==> config.mk <==
export PLATFORM = sky130hd
export DESIGN_NAME = imm_encoder
export DESIGN_NICKNAME = d
export VERILOG_FILES = /design/src/rtl/imm_encoder_pkg.sv /design/src/rtl/imm_field_pack.sv /design/src/rtl/imm_encoder.sv
export SDC_FILE = /design/constraint.sdc
export NUM_CORES = 1
export LEC_CHECK = 0
export ABC_AREA = 1
export ABC_CLOCK_PERIOD_IN_PS = 1700
export BUFFER_PORTS_ARGS = -buffer_cell sky130_fd_sc_hd__buf_4
export CAP_MARGIN = 20
export CORE_UTILIZATION = 30
export DETAILED_ROUTE_END_ITERATION = 10
export PLACE_DENSITY = 0.6
export SYNTH_ARGS = -nofsm -noshare
export SYNTH_HDL_FRONTEND = slang
export SYNTH_HIERARCHICAL = 1
export SYNTH_SLANG_ARGS = --single-unit
==> constraint.sdc <==
create_clock -name clk -period 1.7 [get_ports clk]
set_clock_uncertainty 0.05 [all_clocks]
set_input_delay 0.17 -clock clk [delete_from_list [all_inputs] [get_ports clk]]
set_output_delay 0.17 -clock clk [all_outputs]
set_load 0.005 [all_outputs]
==> src/rtl/imm_encoder_pkg.sv <==
// Shared codes for the immediate encoder: extender format selects, opcodes, FSM states.
// Format-select values match the immediate extender's one-hot EXTOp encoding.
package imm_encoder_pkg;

    localparam logic [5:0] EXT_CTRL_ITYPE_SHAMT = 6'b100000;
    localparam logic [5:0] EXT_CTRL_ITYPE       = 6'b010000;
    localparam logic [5:0] EXT_CTRL_STYPE       = 6'b001000;
    localparam logic [5:0] EXT_CTRL_BTYPE       = 6'b000100;
    localparam logic [5:0] EXT_CTRL_UTYPE       = 6'b000010;
    localparam logic [5:0] EXT_CTRL_JTYPE       = 6'b000001;

    localparam logic [6:0] OPC_LUI     = 7'b0110111;
    localparam logic [6:0] OPC_OPIMM   = 7'b0010011;
    localparam logic [2:0] FUNCT3_ADDI = 3'b000;

    typedef enum logic {
        ST_IDLE    = 1'b0,
        ST_LI_PEND = 1'b1
    } enc_state_e;

    function automatic logic fits_signed12(input logic [31:0] v);
        return v[31:12] == {20{v[11]}};
    endfunction

endpackage

==> src/rtl/imm_field_pack.sv <==
// Combinational packing of an immediate into RISC-V instruction fields plus range check.
// Unknown format selects fall back to R-type with no range error.
module imm_field_pack
    import imm_encoder_pkg::*;
(
    input  logic [5:0]  ext_op,
    input  logic [6:0]  opcode,
    input  logic [2:0]  funct3,
    input  logic [6:0]  funct7,
    input  logic [4:0]  rd,
    input  logic [4:0]  rs1,
    input  logic [4:0]  rs2,
    input  logic [31:0] imm,
    output logic [31:0] instr,
    output logic        range_err
);

    always_comb begin
        instr     = {funct7, rs2, rs1, funct3, rd, opcode};
        range_err = 1'b0;
        case (ext_op)
            EXT_CTRL_ITYPE_SHAMT: begin
                instr     = {funct7, imm[4:0], rs1, funct3, rd, opcode};
                range_err = imm[31:5] != '0;
            end
            EXT_CTRL_ITYPE: begin
                instr     = {imm[11:0], rs1, funct3, rd, opcode};
                range_err = !fits_signed12(imm);
            end
            EXT_CTRL_STYPE: begin
                instr     = {imm[11:5], rs2, rs1, funct3, imm[4:0], opcode};
                range_err = !fits_signed12(imm);
            end
            EXT_CTRL_BTYPE: begin
                instr     = {imm[12], imm[10:5], rs2, rs1, funct3, imm[4:1], imm[11], opcode};
                range_err = imm[0] | (imm[31:13] != {19{imm[12]}});
            end
            EXT_CTRL_UTYPE: begin
                instr     = {imm[31:12], rd, opcode};
                range_err = imm[11:0] != '0;
            end
            EXT_CTRL_JTYPE: begin
                instr     = {imm[20], imm[10:1], imm[11], imm[19:12], rd, opcode};
                range_err = imm[0] | (imm[31:21] != {11{imm[20]}});
            end
            default: ;
        endcase
    end

endmodule

==> src/rtl/imm_encoder.sv <==
// Immediate encoder top: request/response handshake, LI expansion FSM, output register.
// Optional saturating range-error counter enabled by defining IMM_ENC_ERRCNT_EN.
//
//   state      | meaning
//   ST_IDLE    | accepting requests; output register free or draining
//   ST_LI_PEND | LUI beat of a 2-beat LI held at output, ADDI waiting in pend_q
module imm_encoder
    import imm_encoder_pkg::*;
#(
    parameter int ERRCNT_W = 16
)
(
    input  logic                clk,
    input  logic                rst,
    input  logic                in_valid,
    output logic                in_ready,
    input  logic [5:0]          EXTOp,
    input  logic                li,
    input  logic [6:0]          opcode,
    input  logic [2:0]          funct3,
    input  logic [6:0]          funct7,
    input  logic [4:0]          rd,
    input  logic [4:0]          rs1,
    input  logic [4:0]          rs2,
    input  logic [31:0]         imm,
    output logic                out_valid,
    input  logic                out_ready,
    output logic [31:0]         instr,
    output logic                out_last,
    output logic                range_err
`ifdef IMM_ENC_ERRCNT_EN
    ,output logic [ERRCNT_W-1:0] err_count
`endif
);

    enc_state_e  state_q, state_d;
    logic        valid_q, valid_d;
    logic [31:0] instr_q, instr_d;
    logic        last_q, last_d;
    logic        err_q, err_d;
    logic [31:0] pend_q, pend_d;

    logic [31:0] pack_instr;
    logic        pack_err;
    logic        accept;
    logic        li_fits, li_two;
    logic [19:0] li_hi;
    logic [31:0] li_addi_x0, li_lui, li_addi_rd;
    logic [31:0] new_instr;
    logic        new_last, new_err;

    imm_field_pack u_pack (
        .ext_op    (EXTOp),
        .opcode    (opcode),
        .funct3    (funct3),
        .funct7    (funct7),
        .rd        (rd),
        .rs1       (rs1),
        .rs2       (rs2),
        .imm       (imm),
        .instr     (pack_instr),
        .range_err (pack_err)
    );

    // hi is rounded up when the low 12 bits will be sign-extended negative by ADDI
    always_comb begin
        li_fits    = fits_signed12(imm);
        li_hi      = imm[31:12] + {19'd0, imm[11]};
        li_two     = !li_fits && (imm[11:0] != '0);
        li_addi_x0 = {imm[11:0], 5'd0, FUNCT3_ADDI, rd, OPC_OPIMM};
        li_lui     = {li_hi, rd, OPC_LUI};
        li_addi_rd = {imm[11:0], rd, FUNCT3_ADDI, rd, OPC_OPIMM};
        new_instr  = li ? (li_fits ? li_addi_x0 : li_lui) : pack_instr;
        new_last   = li ? !li_two : 1'b1;
        new_err    = li ? 1'b0 : pack_err;
    end

    always_ff @(posedge clk) begin
        if (rst) state_q <= ST_IDLE;
        else     state_q <= state_d;
    end

    always_comb begin
        state_d = state_q;
        case (state_q)
            ST_IDLE:    if (accept && li && li_two) state_d = ST_LI_PEND;
            ST_LI_PEND: if (out_ready)              state_d = ST_IDLE;
            default:                                state_d = ST_IDLE;
        endcase
    end

    always_comb begin
        in_ready = (state_q == ST_IDLE) && (!valid_q || out_ready);
    end

    assign accept = in_valid && in_ready;

    always_comb begin
        valid_d = valid_q;
        instr_d = instr_q;
        last_d  = last_q;
        err_d   = err_q;
        pend_d  = pend_q;
        if (state_q == ST_LI_PEND) begin
            if (out_ready) begin
                valid_d = 1'b1;
                instr_d = pend_q;
                last_d  = 1'b1;
                err_d   = 1'b0;
            end
        end else if (accept) begin
            valid_d = 1'b1;
            instr_d = new_instr;
            last_d  = new_last;
            err_d   = new_err;
            pend_d  = li_addi_rd;
        end else if (out_ready) begin
            valid_d = 1'b0;
        end
    end

    always_ff @(posedge clk) begin
        if (rst) begin
            valid_q <= 1'b0;
            instr_q <= '0;
            last_q  <= 1'b0;
            err_q   <= 1'b0;
            pend_q  <= '0;
        end else begin
            valid_q <= valid_d;
            instr_q <= instr_d;
            last_q  <= last_d;
            err_q   <= err_d;
            pend_q  <= pend_d;
        end
    end

    assign out_valid = valid_q;
    assign instr     = instr_q;
    assign out_last  = last_q;
    assign range_err = err_q;

`ifdef IMM_ENC_ERRCNT_EN
    logic [ERRCNT_W-1:0] err_cnt_q;

    always_ff @(posedge clk) begin
        if (rst)
            err_cnt_q <= '0;
        else if (valid_q && out_ready && err_q && !(&err_cnt_q))
            err_cnt_q <= err_cnt_q + 1'b1;
    end

    assign err_count = err_cnt_q;
`else
    logic [ERRCNT_W-1:0] unused_errcnt_w;
    assign unused_errcnt_w = '0;
`endif

endmodule

; Word level (Yosys, flattened, before mapping)
; Cells that the tools add are included.
[word_totals]
reg_bits = 61
inputBits = 75
output_inout_bits = 36
wordCells = 57
[classes]
addsub = 1
n_eq_ne = 10
mux = 20
n_bitwise = 3
reduce_logical = 17
[op_table]
columns = op, n
row1 = 32-bit case mux with 6 select lines, 1
row2 = 32-bit two-way mux, 5
row3 = 27-bit nonzero test, 1
row4 = 20-bit by 1-bit adder with 20-bit output, 1
row5 = 20-bit == test, 1
row6 = 19-bit != test, 1
row7 = 1-bit two-way mux, 12
row8 = 12-bit nonzero test, 1
row9 = 11-bit != test, 1
row10 = 6-bit by 1-bit == test with 1-bit output (second input constant), 1
row11 = 6-bit by 2-bit == test with 1-bit output (second input constant), 1
row12 = 6-bit by 3-bit == test with 1-bit output (second input constant), 1
row13 = 6-bit by 4-bit == test with 1-bit output (second input constant), 1
row14 = 6-bit by 5-bit == test with 1-bit output (second input constant), 1
row15 = 6-bit == test (second input constant), 1
row16 = 2-bit AND reduction, 3
row17 = 1-bit logical AND, 5
row18 = 1-bit case mux with 5 select lines, 1
row19 = 2-bit nonzero test, 2
row20 = 1-bit zero test, 3
row21 = 2-bit != test (second input constant), 1
row22 = 1-bit OR, 2
row23 = 1-bit case mux with 2 select lines, 1
row24 = 2-bit OR reduction, 1
row25 = other kinds (2), 2

; Longest topological paths before layout
[logic_depth]
word_depth = 8
mapped_depth = 12
mapped_depth_nobuf = 12

; Modules after synthesis
; Netlist, hierarchy kept.
[modules_own_cells]
columns = mod, instances, cells_per_inst, area_per_inst_um2, seq_area_each_um2
row1 = imm_encoder, 1, 503, 3330.7, 1081.0
row2 = imm_field_pack, 1, 189, 1048.5, 0.0

; Worst setup path after synthesis
; OpenSTA, ideal clock, no wires.
[synth_path]
path_type = input port to flip-flop
startpoint = input imm[11]
endpoint = register instr_q[28] (netlist: instr[28])
setup_ns = 0.122
t_arrival_ns = 1.367
t_required_ns = 1.528
slack_ns = 0.161
stages = 11
n_path_buf = 0
cell_sequence = ha_1 ha_1 nand2_1 nor2_1 nand2_1 o21ai_0 nand2_1 nand3_1 nand3_1 nand2_1 a21oi_2
[synth_via]
elab_chain_cells = 5
elab_cells_between_ends = 6
classes_between = add/sub (1) / eq/ne (1) / mux (4)
[synth_lines]
columns = item, line_no
row1 = "start, declared", imm_encoder.sv:25  ; input logic [31:0] imm,
row2 = 20-bit by 1-bit adder with 20-bit output or 20-bit == test (tied branches), "imm_encoder.sv:68, imm_encoder_pkg.sv:22"
row3 = 32-bit two-way mux * (2 in a row), imm_encoder.sv:73  ; new_instr = li ? (li_fits ? li_addi_x0 : li_lui) : pack_instr;
row4 = 32-bit two-way mux *, imm_encoder.sv:111  ; end else if (accept) begin
row5 = 32-bit two-way mux *, imm_encoder.sv:104  ; if (state_q == ST_LI_PEND) begin
row6 = "end signal, assigned", imm_encoder.sv:131  ; instr_q <= instr_d;
row7 = "end, declared", imm_encoder.sv:38  ; logic [31:0] instr_q, instr_d;
; Every way passes the cells marked *; elsewhere a longest branch is shown, timed or not. The select of a mux whose other input is x is not followed.
; A chain may end at the register's enable or synchronous reset.

; Final worst setup path
[layout_path]
startpoint = input imm[11]
endpoint = register instr_q[29] (netlist: instr[29])
; The elaborated chain is that of the path after synthesis.

==> summary.md <==
| Metric | Value |
|---|---|
| F_max | 655.9 MHz |
| Nets@finish | 919 |
| First-pass DRT Iterations | 5 |
| Largest fanout on the critical path | 3 |
| Peak supply drop | 0.0003613 V |
| Mapped Area | 4379 um^2 |
| Root buf cell | clkbuf_16 |
| Die height | 122.8 um |
| Iter 0 DRT Violations | 423 |
| Post-synthesis mux area share | 0.03314 |
| EDFF count, synth | 0 |
| Largest family of logic cells by synthesized area | simple AND/OR/NAND/NOR gates |
| Endpoints failing hold | 0 |
| Simple-gate share of the synthesized area | 0.3803 |
| Period Utilization, post-route | 0.8968 |
| Final core utilization | 0.4227 |
| Reg clk slew, reported paths | 70 ps |
| Worst Hold End | instr[6] |
| Crit path arrival time | 1660 ps |
| Final setup viols | 0 |
| Register area | 1081 um^2 |
| Wirelength, routed | 15.24 mm |
| Layout cells sized above 1 | 0.2779 |
| Wire length on met2 | 6.874 mm |
| Unrepaired setup endpoints after global routing | false |
| Row count | 43 |
| Wire length on met3 | 1.050 mm |
| Async SR Flop Fraction | 0 |
| Clock Tree Buf Depth | 2 |
| Overflow after GRT | 0 |
| CTS tree | built |
| Minimum clock period | 1525 ps |
| Area growth, synth to finish | 35.54% |
| Port buffer count | 110 |
| Reg2Reg Launch Point | out_valid |
| Placed Instance Area | 5762 um^2 |
| Starting Density | 0.3119 |
| Top post-synthesis cells by area | dfxtp_1 25%, nand2_1 15%, nand3_1 8.6% |
| Slew Viols, Final | 0 |
| Global-route wire length before repair | 24.38 mm |
| Share of the synthesized area in the top cell type | 0.2469 |
| Final Instance Area | 5936 um^2 |
| Max transition margin | 0.6492 |
| Critical Path RT | 1830 ps |
| Setup crit end kind | flop |
| GRT Total Usage | 0.2089 |
| Worst R2R Setup Slack | 230 ps |
| Chip width | 122.8 um |
| Syn avg cell area | 6.328 um^2 |
| Top Layer Used | met4 |
| Hold Worst Slack | 47.10 ps |
| Worst hold path class | in2reg |
| Adder-Cell Fraction of Synth Area | 0.008571 |
| Diode count | 0 |
| Multi-input gate area | 2786 um^2 |
| Antenna-violating nets left | 0 |
| Tot Pwr | 3.761 mW |
| Htree depth | 2 |
| Yosys reg bits | 54 |
| Max-Cap Viols | 0 |
| Worst hold path startpoint | opcode[6] |
| Setup TNS | 0 ps |
| Final GP Congestion | 0.9082 |
| Cell variety after synth | 48 |
| Non-filler cells, final | 1022 |
| Yosys top cell by area | dfxtp_1 |
| Yosys warns | 6 |
| CP startpoint | imm[11] |
| Largest net degree at the start of global routing | 43 |
| Clk Latency, worst-skew pair | 300 ps |
| Clk sinks | 54 |
| Vias | 5069 |
| Reg2reg end | instr[16] |
| Mapped Cells | 692 |
| WL met1 | 7.170 mm |
| Vias per inst | 4.960 |
| Sequential element share of the synthesized area | 0.2469 |
| Initial antenna violation count | 0 |
| Main synth FF type | dfxtp_1 |
| Die area | 15080 um^2 |
| Setup Crit Path Kind | in2reg |
| Tightest Pin Transition | 524.2 ps |
| Dpl cells | 1014 |
| Leak pwr | 2.814 nW |
| Pwr dens | 633.6 nW/um^2 |
| Syn_nets | 770 |
| Routed length per instance | 14.91 um |
| Worst Hold Path Cells | 3 |
| CTS Buf Count | 5 |
| Setup ws final | 175.4 ps |
| Hpwl dp | 12.16 mm |
| Core Area | 14040 um^2 |
| Fillers | 1546 |
| Post-synthesis compound-gate area fraction | 0.1991 |
| Boundary Pins | 111 |
| Residual DRC | 0 |
| Reg2reg path depth | 9 |
| Post-Synth XOR/XNOR Area | 0.01400 |
| Status | finished, final reports clean |
| Worst slack, placed | -157.2 ps |
| Critical Path Source Type | primary input |
| Vias in the first global route | 4687 |
power by group:
group | internal, mW | switching (mW)
sequential | 1.38 | 0.0556
clock | 0.698 | 0.477
combinational | 0.522 | 0.625
Yosys cell counts, types with 3 or more instances:
library cell  instances
nor2_2                4
o211ai_1              7
ha_1                  3
buf_4                 9
a22oi_1               3
mux2_1               12
nor2_4                7
a21oi_1              58
dfxtp_1              54
inv_1                62
nand2_4               3
clkbuf_8              5
a21oi_2               8
o21ai_1               4
nand4_1              11
nand3_2               4
o21ai_0              54
clkbuf_1             12
nand3_1              75
xnor2_1               5
buf_2                 6
nand2_2               6
a31oi_1               7
nor4_1                4
nor2_1               63
inv_2                 4
nand2_1             171
critical path, cell delays in order:
cell,delay (ps)
buf_4,110
ha_1,180
buf_4,120
inv_1,30
nor2_1,200
buf_4,150
nand3_1,140
o21bai_1,160
nand2_1,80
nand3_1,100
nand3_1,110
nand2_1,70
a21oi_1,50
what timing repair did:
item                                    4_1_cts  5_1_grt
setup buffers                                 0        0
endpoints found under the setup margin        0        5
hold buffers                                  0        0
gates resized for setup                       0        3
hold endpoints to repair                      0        0
cell type report:
cell class | instances | share of cell area
flip-flops and latches | 54 | 0.1821
repair buffers | 179 | 0.2390
well taps | 180 | 0.03794
multi-input cells | 533 | 0.4694
inverters | 68 | 0.04300
clock buffers | 5 | 0.02108
clock inverters | 3 | 0.007378
layer usage:
metal  vias to the layer above  track usage
met1                      2282       0.3006
met3                         8      0.02695
met4                         0      0.03887
met2                       172       0.3315
met5                         -            0
li1                       2607            -
registers in the layout (all words and copies together) (netlist names):
| register | cells |
|---|---|
| range_err | 1 |
| out_valid | 1 |
| out_last | 1 |
| pend_q | 18 |
| state_q | 1 |
| instr | 32 |
cells by family after synthesis:
family / after synthesis
DFF: 54
adders and majority gates: 3
and+or+nand+nor: 357
buffers and inverters: 105
muxes: 13
AOI/OAI and AO/OA: 153
xor gates and xnor gates: 7
worst max-delay path by stage:
stage           endpoint  slack (ps)  cells past startpoint
2_1_floorplan  instr[28]         160                     11
3_3_place_gp   instr[19]        -140                     11
3_5_place_dp   instr[19]        -160                     11
4_1_cts        instr[16]         110                      9
5_1_grt        instr[31]          50                     13
6_report       instr[29]         180                     13
cells in the final DEF (no fill, tap or decap), types with 2 or more instances in the layout:
cell type	n
nor2_1	62
o22ai_1	2
nand2_2	7
nor3_1	2
a21oi_2	8
nand4_2	2
o21bai_1	2
xnor2_1	5
buf_4	173
nand3_2	4
nand3_1	75
clkinv_1	2
clkbuf_16	5
o21ai_1	5
xor2_1	2
nand4_1	11
a31oi_1	7
nand2_4	3
buf_12	6
nor2_2	5
ha_1	3
inv_2	4
inv_1	62
a21oi_1	58
o21ai_0	53
mux2_1	12
dfxtp_1	54
o211ai_1	7
nand2_1	170
nor2_4	7
or2_2	2
o21a_1	2
a22oi_1	3
nor4_1	4
No activity file was read; power rests on OpenSTA's default activity.
